===== config.mk =====
export PLATFORM = sky130hd
export DESIGN_NAME = dcm_seq_flat
export DESIGN_NICKNAME = d
export VERILOG_FILES = /design/src/rtl/dcm_pkg.sv /design/src/rtl/dcm_seq_if.sv /design/src/rtl/dcm_seq_timer.sv /design/src/rtl/dcm_seq.sv /design/src/flat_wrapper.sv
export SDC_FILE = /design/constraint.sdc
export NUM_CORES = 1
export LEC_CHECK = 0
export CORE_MARGIN = 5
export CORE_UTILIZATION = 25
export DETAILED_ROUTE_END_ITERATION = 6
export GPL_ROUTABILITY_DRIVEN = 1
export PLACE_DENSITY = 0.5
export SYNTH_ARGS = -nofsm -noshare
export SYNTH_HDL_FRONTEND = slang
export SYNTH_SLANG_ARGS = --single-unit

===== constraint.sdc =====
create_clock -name clk -period 3.62 [get_ports clk]
set_input_delay 1.086 -clock clk [delete_from_list [all_inputs] [get_ports clk]]
set_output_delay 1.086 -clock clk [all_outputs]
set_load 0.03 [all_outputs]

===== src/rtl/dcm_pkg.sv =====
// Shared definitions for the DCM start-up / lock-supervision / phase-shift controller.
package dcm_pkg;

  localparam int PS_W = 9;

  localparam int ST_CLKIN_STOP = 1;
  localparam int ST_CLKFX_STOP = 2;

  localparam logic [2:0] S_RST_PULSE = 3'd0;
  localparam logic [2:0] S_WAIT_LOCK = 3'd1;
  localparam logic [2:0] S_STABLE    = 3'd2;
  localparam logic [2:0] S_RUN       = 3'd3;
  localparam logic [2:0] S_PS_WAIT   = 3'd4;
  localparam logic [2:0] S_FAULT     = 3'd5;

  typedef enum logic [2:0] {
    RST_PULSE = S_RST_PULSE,
    WAIT_LOCK = S_WAIT_LOCK,
    STABLE    = S_STABLE,
    RUN       = S_RUN,
    PS_WAIT   = S_PS_WAIT,
    FAULT     = S_FAULT
  } state_t;

  // Sizes the shared timer so it can reach the longest of the three intervals.
  function automatic int max3(input int a, input int b, input int c);
    int m;
    m = (a > b) ? a : b;
    return (m > c) ? m : c;
  endfunction

endpackage


===== src/rtl/dcm_seq_if.sv =====
// DCM pin bundle plus the single-requester phase-shift handshake.
interface dcm_seq_if;
  import dcm_pkg::*;

  logic                   dcm_locked;
  logic [7:0]             dcm_status;
  logic                   dcm_psdone;
  logic                   dcm_rst;
  logic                   dcm_psen;
  logic                   dcm_psincdec;
  logic                   ready;
  logic                   fault;
  logic [2:0]             retry_cnt;
  logic                   ps_req;
  logic                   ps_dir;
  logic                   ps_busy;
  logic                   ps_ack;
  logic                   ps_sat;
  logic signed [PS_W-1:0] ps_value;

  modport master (
    input  dcm_locked, dcm_status, dcm_psdone, ps_req, ps_dir,
    output dcm_rst, dcm_psen, dcm_psincdec, ready, fault, retry_cnt,
           ps_busy, ps_ack, ps_sat, ps_value
  );

  modport slave (
    output dcm_locked, dcm_status, dcm_psdone, ps_req, ps_dir,
    input  dcm_rst, dcm_psen, dcm_psincdec, ready, fault, retry_cnt,
           ps_busy, ps_ack, ps_sat, ps_value
  );

endinterface


===== src/rtl/dcm_seq_timer.sv =====
// Saturating up-counter with clear, count enable and a terminal-count flag.
module dcm_seq_timer #(
  parameter int W = 16
) (
  input  logic         clk,
  input  logic         rst,
  input  logic         clr,
  input  logic         en,
  input  logic [W-1:0] term,
  output logic         done
);

  logic [W-1:0] cnt_q, cnt_d;

  always_comb begin
    cnt_d = cnt_q;
    if (clr) begin
      cnt_d = '0;
    end else if (en && (cnt_q != '1)) begin
      cnt_d = cnt_q + 1'b1;
    end
  end

  always_ff @(posedge clk) begin
    if (rst) begin
      cnt_q <= '0;
    end else begin
      cnt_q <= cnt_d;
    end
  end

  assign done = (cnt_q == term);

endmodule


===== src/rtl/dcm_seq.sv =====
// DCM_SP controller: reset sequencing, lock supervision with bounded retries,
// and the PSEN/PSINCDEC/PSDONE phase-shift handshake for one requester.
module dcm_seq
  import dcm_pkg::*;
#(
  parameter int RST_CYCLES    = 4,
  parameter int LOCK_TIMEOUT  = 65535,
  parameter int STABLE_CYCLES = 256,
  parameter int MAX_RETRIES   = 7,
  parameter int PS_LIMIT      = 255
) (
  input logic       clk,
  input logic       rst,
  dcm_seq_if.master bus
);

  localparam int TW = $clog2(max3(RST_CYCLES, LOCK_TIMEOUT, STABLE_CYCLES) + 1);

  localparam logic [TW-1:0] RST_TERM    = TW'(RST_CYCLES - 1);
  localparam logic [TW-1:0] LOCK_TERM   = TW'(LOCK_TIMEOUT - 1);
  localparam logic [TW-1:0] STABLE_TERM = TW'(STABLE_CYCLES - 1);
  localparam logic [2:0]    RETRY_MAX   = 3'(MAX_RETRIES);

  localparam logic signed [PS_W:0]   LIM_HI = (PS_W + 1)'(PS_LIMIT);
  localparam logic signed [PS_W:0]   LIM_LO = -LIM_HI;
  localparam logic signed [PS_W:0]   STEP1  = (PS_W + 1)'(1);
  localparam logic signed [PS_W-1:0] PS_ONE = PS_W'(1);

  state_t                 state_q, state_d;
  logic [2:0]             retry_q, retry_d;
  logic signed [PS_W-1:0] ps_value_q, ps_value_d;
  logic                   psen_q, psen_d;
  logic                   dir_q, dir_d;
  logic                   ack_q, ack_d;
  logic                   sat_q, sat_d;

  logic          tmr_clr, tmr_en, tmr_done;
  logic [TW-1:0] tmr_term;
  logic          attempt_failed;
  logic [2:0]    retry_inc;
  logic          loss;
  logic          status_unused;

  logic signed [PS_W:0] ps_ext, ps_target;
  logic                 ps_in_range;

  dcm_seq_timer #(.W(TW)) u_timer (
    .clk  (clk),
    .rst  (rst),
    .clr  (tmr_clr),
    .en   (tmr_en),
    .term (tmr_term),
    .done (tmr_done)
  );

  assign loss          = !bus.dcm_locked | bus.dcm_status[ST_CLKIN_STOP] | bus.dcm_status[ST_CLKFX_STOP];
  assign status_unused = ^{bus.dcm_status[7:3], bus.dcm_status[0]};
  assign retry_inc     = retry_q + 3'd1;

  // Range check is done one bit wider so the +-1 can never wrap.
  assign ps_ext      = {ps_value_q[PS_W-1], ps_value_q};
  assign ps_target   = bus.ps_dir ? (ps_ext + STEP1) : (ps_ext - STEP1);
  assign ps_in_range = (ps_target <= LIM_HI) && (ps_target >= LIM_LO);

  always_comb begin
    state_d        = state_q;
    retry_d        = retry_q;
    ps_value_d     = ps_value_q;
    dir_d          = dir_q;
    psen_d         = 1'b0;
    ack_d          = 1'b0;
    sat_d          = 1'b0;
    tmr_en         = 1'b0;
    tmr_term       = RST_TERM;
    attempt_failed = 1'b0;

    case (state_q)
      RST_PULSE: begin
        tmr_en = 1'b1;
        if (tmr_done) state_d = WAIT_LOCK;
      end
      WAIT_LOCK: begin
        tmr_en   = 1'b1;
        tmr_term = LOCK_TERM;
        if (bus.dcm_locked) state_d = STABLE;
        else if (tmr_done)  attempt_failed = 1'b1;
      end
      STABLE: begin
        tmr_en   = 1'b1;
        tmr_term = STABLE_TERM;
        if (!bus.dcm_locked) begin
          attempt_failed = 1'b1;
        end else if (tmr_done) begin
          state_d = RUN;
          retry_d = '0;
        end
      end
      RUN: begin
        if (loss) begin
          retry_d = '0;
          state_d = RST_PULSE;
        end else if (bus.ps_req) begin
          if (ps_in_range) begin
            psen_d  = 1'b1;
            dir_d   = bus.ps_dir;
            state_d = PS_WAIT;
          end else begin
            ack_d = 1'b1;
            sat_d = 1'b1;
          end
        end
      end
      PS_WAIT: begin
        // A loss abandons the outstanding step silently, even if PSDONE coincides.
        if (loss) begin
          retry_d = '0;
          state_d = RST_PULSE;
        end else if (bus.dcm_psdone) begin
          ps_value_d = dir_q ? (ps_value_q + PS_ONE) : (ps_value_q - PS_ONE);
          ack_d      = 1'b1;
          state_d    = RUN;
        end
      end
      FAULT: begin
      end
      default: state_d = RST_PULSE;
    endcase

    if (attempt_failed) begin
      retry_d = retry_inc;
      state_d = (retry_inc == RETRY_MAX) ? FAULT : RST_PULSE;
    end

    // A DCM reset returns the phase to zero.
    if ((state_d == RST_PULSE) && (state_q != RST_PULSE)) ps_value_d = '0;
  end

  assign tmr_clr = (state_d != state_q);

  always_ff @(posedge clk) begin
    if (rst) begin
      state_q    <= RST_PULSE;
      retry_q    <= '0;
      ps_value_q <= '0;
      psen_q     <= 1'b0;
      dir_q      <= 1'b0;
      ack_q      <= 1'b0;
      sat_q      <= 1'b0;
    end else begin
      state_q    <= state_d;
      retry_q    <= retry_d;
      ps_value_q <= ps_value_d;
      psen_q     <= psen_d;
      dir_q      <= dir_d;
      ack_q      <= ack_d;
      sat_q      <= sat_d;
    end
  end

  assign bus.dcm_rst      = (state_q == RST_PULSE) || (state_q == FAULT);
  assign bus.dcm_psen     = psen_q;
  assign bus.dcm_psincdec = psen_q & dir_q;
  assign bus.ready        = (state_q == RUN) || (state_q == PS_WAIT);
  assign bus.fault        = (state_q == FAULT);
  assign bus.retry_cnt    = retry_q;
  assign bus.ps_busy      = (state_q == PS_WAIT);
  assign bus.ps_ack       = ack_q;
  assign bus.ps_sat       = sat_q;
  assign bus.ps_value     = ps_value_q;

endmodule


===== src/flat_wrapper.sv =====
// flat-port wrapper written by rule: the top's interface ports become plain ports
module dcm_seq_flat import dcm_pkg::*;
#(
  parameter int RST_CYCLES    = 4,
  parameter int LOCK_TIMEOUT  = 65535,
  parameter int STABLE_CYCLES = 256,
  parameter int MAX_RETRIES   = 7,
  parameter int PS_LIMIT      = 255
)
  (clk, rst, bus_dcm_locked, bus_dcm_status, bus_dcm_psdone, bus_ps_req, bus_ps_dir, bus_dcm_rst, bus_dcm_psen, bus_dcm_psincdec, bus_ready, bus_fault, bus_retry_cnt, bus_ps_busy, bus_ps_ack, bus_ps_sat, bus_ps_value);
  dcm_seq_if bus_i ();
  input logic clk;
  input logic rst;
  input wire logic [$bits(bus_i.dcm_locked)-1:0] bus_dcm_locked;
  input wire logic [$bits(bus_i.dcm_status)-1:0] bus_dcm_status;
  input wire logic [$bits(bus_i.dcm_psdone)-1:0] bus_dcm_psdone;
  input wire logic [$bits(bus_i.ps_req)-1:0] bus_ps_req;
  input wire logic [$bits(bus_i.ps_dir)-1:0] bus_ps_dir;
  output wire logic [$bits(bus_i.dcm_rst)-1:0] bus_dcm_rst;
  output wire logic [$bits(bus_i.dcm_psen)-1:0] bus_dcm_psen;
  output wire logic [$bits(bus_i.dcm_psincdec)-1:0] bus_dcm_psincdec;
  output wire logic [$bits(bus_i.ready)-1:0] bus_ready;
  output wire logic [$bits(bus_i.fault)-1:0] bus_fault;
  output wire logic [$bits(bus_i.retry_cnt)-1:0] bus_retry_cnt;
  output wire logic [$bits(bus_i.ps_busy)-1:0] bus_ps_busy;
  output wire logic [$bits(bus_i.ps_ack)-1:0] bus_ps_ack;
  output wire logic [$bits(bus_i.ps_sat)-1:0] bus_ps_sat;
  output wire logic [$bits(bus_i.ps_value)-1:0] bus_ps_value;
  assign bus_i.dcm_locked = bus_dcm_locked;
  assign bus_i.dcm_status = bus_dcm_status;
  assign bus_i.dcm_psdone = bus_dcm_psdone;
  assign bus_i.ps_req = bus_ps_req;
  assign bus_i.ps_dir = bus_ps_dir;
  assign bus_dcm_rst = bus_i.dcm_rst;
  assign bus_dcm_psen = bus_i.dcm_psen;
  assign bus_dcm_psincdec = bus_i.dcm_psincdec;
  assign bus_ready = bus_i.ready;
  assign bus_fault = bus_i.fault;
  assign bus_retry_cnt = bus_i.retry_cnt;
  assign bus_ps_busy = bus_i.ps_busy;
  assign bus_ps_ack = bus_i.ps_ack;
  assign bus_ps_sat = bus_i.ps_sat;
  assign bus_ps_value = bus_i.ps_value;
  dcm_seq #(.RST_CYCLES(RST_CYCLES), .LOCK_TIMEOUT(LOCK_TIMEOUT), .STABLE_CYCLES(STABLE_CYCLES), .MAX_RETRIES(MAX_RETRIES), .PS_LIMIT(PS_LIMIT)) u_core (.clk(clk), .rst(rst), .bus(bus_i));
endmodule

==> results by group <==
Run status
  • Status: completed

GRT
  • GR Overflow Total: 0
  • Vias in the first global route: 2495
  • First-pass GRT wire length: ~12000 um
  • Largest net degree at the start of global routing: 21
  • Initial antenna violation count: 0
  • Global Route Usage Sum: 0.109

Floorplan
  • Die W: 115 um
  • Row count: 38
  • Die Ht: roughly 110 um
  • Die area: 0.0131 mm2
  • Starting Density: 0.253
  • Core area: around 0.011 mm2
  • Num ports: 34

Synth
  • Mapped Avg Cell Area: 8.84 um2
  • Synth area leaders: dfxtp_1 (26%), ha_1 (8.2%), xor2_1 (4.5%), a211oi_2 (4.1%), nor3_2 (4.0%)
  • Synth unique cells: 72
  • Largest family of logic cells by synthesized area: simple AND/OR/NAND/NOR gates
  • Synth Area in Compound Gates: 0.236
  • Sequential-to-total area share from yosys stat: 0.257
  • Post-synth ARST share: 0
  • XOR/XNOR share of the synthesized area: 0.0834
  • Post-synth EDFFs: 0
  • Seq cells post-synth: 35
  • Post-synthesis mux area share: 0.0298
  • Synth top area share: 0.257
  • Syn_nets: 342
  • Post-synth top flop: dfxtp_1
  • Cell accounting for the most synthesized area: dfxtp_1
  • Post-synthesis instance total: 309
  • Mapped Area: around 0.0027 mm2
  • Simple-Gate Fraction of Synth Area: 0.267
  • Top cells by count, synth: dfxtp_1 (35), nor2_1 (26), a21oi_1 (18), ha_1 (18), xor2_1 (14)
  • YS warnings: 0
  • Synth Area in Adders: 0.0898
  • Top-count cell post-synth: dfxtp_1

Hold path
  • Worst Hold End: u_core.bus.retry_cnt[1]
  • Hold Crit Class: flop to flop
  • Worst Hold Launch: u_core.bus.retry_cnt[1]
  • Hold path cells: 1

STA
  • Setup Skew: 0.0130 ns
  • Worst slew pin tran: around 0.56 ns
  • Endpoints failing setup: 0
  • Final hold violations: 0
  • Crit path time final: roughly 3.4 ns
  • Setup TNS: 0 ns
  • RSZ-0062 raised after global routing: false
  • Fmax: slightly below 300 MHz
  • Worst slew margin: 0.623
  • Final Max Slew Viols: 0
  • Final Cycle Share: 0.944

Critical path
  • Worst R2R Setup Slack: roughly 0.95 ns
  • Startpoint Class: primary input
  • Slowest stage cell on the critical path: a2111o_1
  • Worst r2r path cells: 9
  • Cell Chain, Critical Path: dlygate4sd2_1, inv_2, ha_1, o21ai_0, o21ai_1, a211o_1, a2111o_1, a21oi_4, o211ai_4, buf_4, nor3_1
  • Worst path max stage delay: 0.55 ns
  • CP arrival: ~3.6 ns
  • CP endpoint kind: flop
  • Worst-path maximum fanout: 5
  • CP Class: primary input to flop
  • FF-to-FF Start: u_core.bus.ps_value[1]
  • Worst r2r dst: u_core.u_timer.cnt_q[13]
  • Worst Path Required: 3.84 ns

Clock network
  • Root Driver: clkbuf_8
  • CTS sink count: 35
  • Worst skew pair latency: roughly 0.3 ns
  • CTS tree: yes
  • CTS Buf Count: 5
  • CTS hold repair buffers: 0
  • Register clock-pin slew on the reported worst setup and hold paths: 0.08 ns
  • Maximum buffer depth of the clock tree: 2
  • Level count of the clock H-tree: 2

Power and ir drop
  • Seq pwr share: 0.401
  • Clock power frac: 0.348
  • Leak pwr: 0.00130 uW
  • Psw: 330 uW
  • P_int: 719 uW
  • Maximum VDD drop: 0.000130 V
  • Comb pwr share: 0.252
  • Total power divided by cell area: 305 mW/mm2
  • Sw Share: 0.315

Finish
  • P&R area growth vs syn: 26.2%
  • Layout cell share with drive strength beyond 1: 0.208
  • Layout Cells excl Fill: ~500
  • Fill cells: about 1100
  • N_diodes: 0
  • Number of nets in the layout: 388

Routing
  • Via-per-instance ratio: 5.00
  • ANT nets after route: 0
  • Drt wl/cell: between 10 and 15 um
  • DRC: 0
  • Initial DRT Pass Iterations: 4
  • Vias: 2478
  • Final WL: about 7000 um
  • Initial DRC Count: around 120

Place
  • HPWL after detailed placement: ~5300 um
  • # port buffers: 27
  • GPL Wtd Cong: ~0.81
  • Post-Place Cells: 486

Job
  • Max_cap viols: 0
-- area by class of cell --
class                   count  area, um2  share of cell area
clock buffers               5       68.8              0.0200
clock inverters             3       43.8              0.0127
inverters                   9       33.8             0.00980
multi-input cells         253       1940               0.562
flip-flops and latches     35        701               0.203
well taps                 140        175              0.0508
repair buffers             51        487               0.141
-- critical path: cells and delay by family --
kind,cells,cell delay [ns]
adder cells (fa/ha/maj),1,0.26
AND/OR/NAND/NOR,1,0.17
buffers and inverters,3,0.56
AO/OA/AOI/OAI,6,1.58
-- registers in the layout, indices dropped and copies added, names as in the netlist --
signal / cells
u_core.u_timer.cnt_q: 16
u_core.bus.retry_cnt: 3
u_core.bus.ps_sat: 1
u_core.bus.ps_value: 9
u_core.bus.ps_ack: 1
u_core.dir_q: 1
u_core.bus.dcm_psen: 1
u_core.state_q: 3
-- layer usage --
| metal | part of all wire | global-route usage |
|---|---|---|
| met1 | 0.47 | 0.139 |
| met2 | 0.48 | 0.183 |
| met3 | 0.038 | 0.0285 |
| met4 | 0.015 | 0.0245 |
| met5 | 0 | 0 |
-- cell usage in the layout, fill, tap and decap left out, types with 7 or more instances in the layout --
cell	count
nor3_2	11
inv_1	8
nand3_1	12
a211oi_2	9
nor3_1	13
o21ai_0	8
buf_4	21
xnor2_1	12
nor2_1	26
ha_1	18
mux2i_1	7
nand2_1	13
a21oi_1	18
dfxtp_1	35
clkdlybuf4s50_1	26
xor2_1	14
-- kinds of logic (layout without fill, tap and decap cells) --
kind of cell               count (synthesis)  in the layout
and+or+nand+nor                          122            122
AOI/OAI and AO/OA                         78             78
DFF                                       35             35
xor gates and xnor gates                  26             26
buffers and inverters                     21             68
adders and majority gates                 19             19
muxes                                      8              8
-- metrics by stage --
| stage | utilization | total power (uW) | hold slack (ns) | cell area (um2) | worst slack (ns) |
|---|---|---|---|---|---|
| global placement | 0.306 | 672 | 0.502 | 3300 | -0.388 |
| CTS | 0.319 | 1060 | 0.521 | 3450 | 0.205 |
| finish | 0.319 | 1050 | 0.516 | 3450 | 0.201 |
| floorplan | - | 609 | 0.478 | 2730 | 0.338 |
| global route | 0.319 | 1100 | 0.542 | 3450 | 0.0159 |
| detailed placement | 0.306 | 671 | 0.508 | 3300 | -0.448 |
-- worst max-delay path by stage --
stage | startpoint | depth (start not counted) | to | slack, ns
2_1_floorplan | bus_ps_dir | 9 | u_core.bus.ps_value[8] | 0.34
3_3_place_gp | bus_ps_dir | 10 | u_core.u_timer.cnt_q[11] | -0.39
3_5_place_dp | bus_ps_dir | 10 | u_core.u_timer.cnt_q[14] | -0.45
4_1_cts | bus_ps_dir | 12 | u_core.u_timer.cnt_q[13] | 0.20
5_1_grt | bus_ps_dir | 12 | u_core.u_timer.cnt_q[12] | 0.02
6_report | bus_ps_dir | 11 | u_core.u_timer.cnt_q[13] | 0.20
-- power by group through the flow --
stage	Clock, uW	Combinational (uW)	Sequential (uW)
3_5_place_dp	0	242	429
4_1_cts	377	265	420
2_1_floorplan	0	188	420
6_report	365	264	421
5_1_grt	392	286	425
3_3_place_gp	0	243	429
-- repair_timing --
item                       4_1_cts  5_1_grt
resized for setup                3        0
setup endpoints to repair       25        0
setup buffers                    2        0
Power figures use the tool's default switching activity.
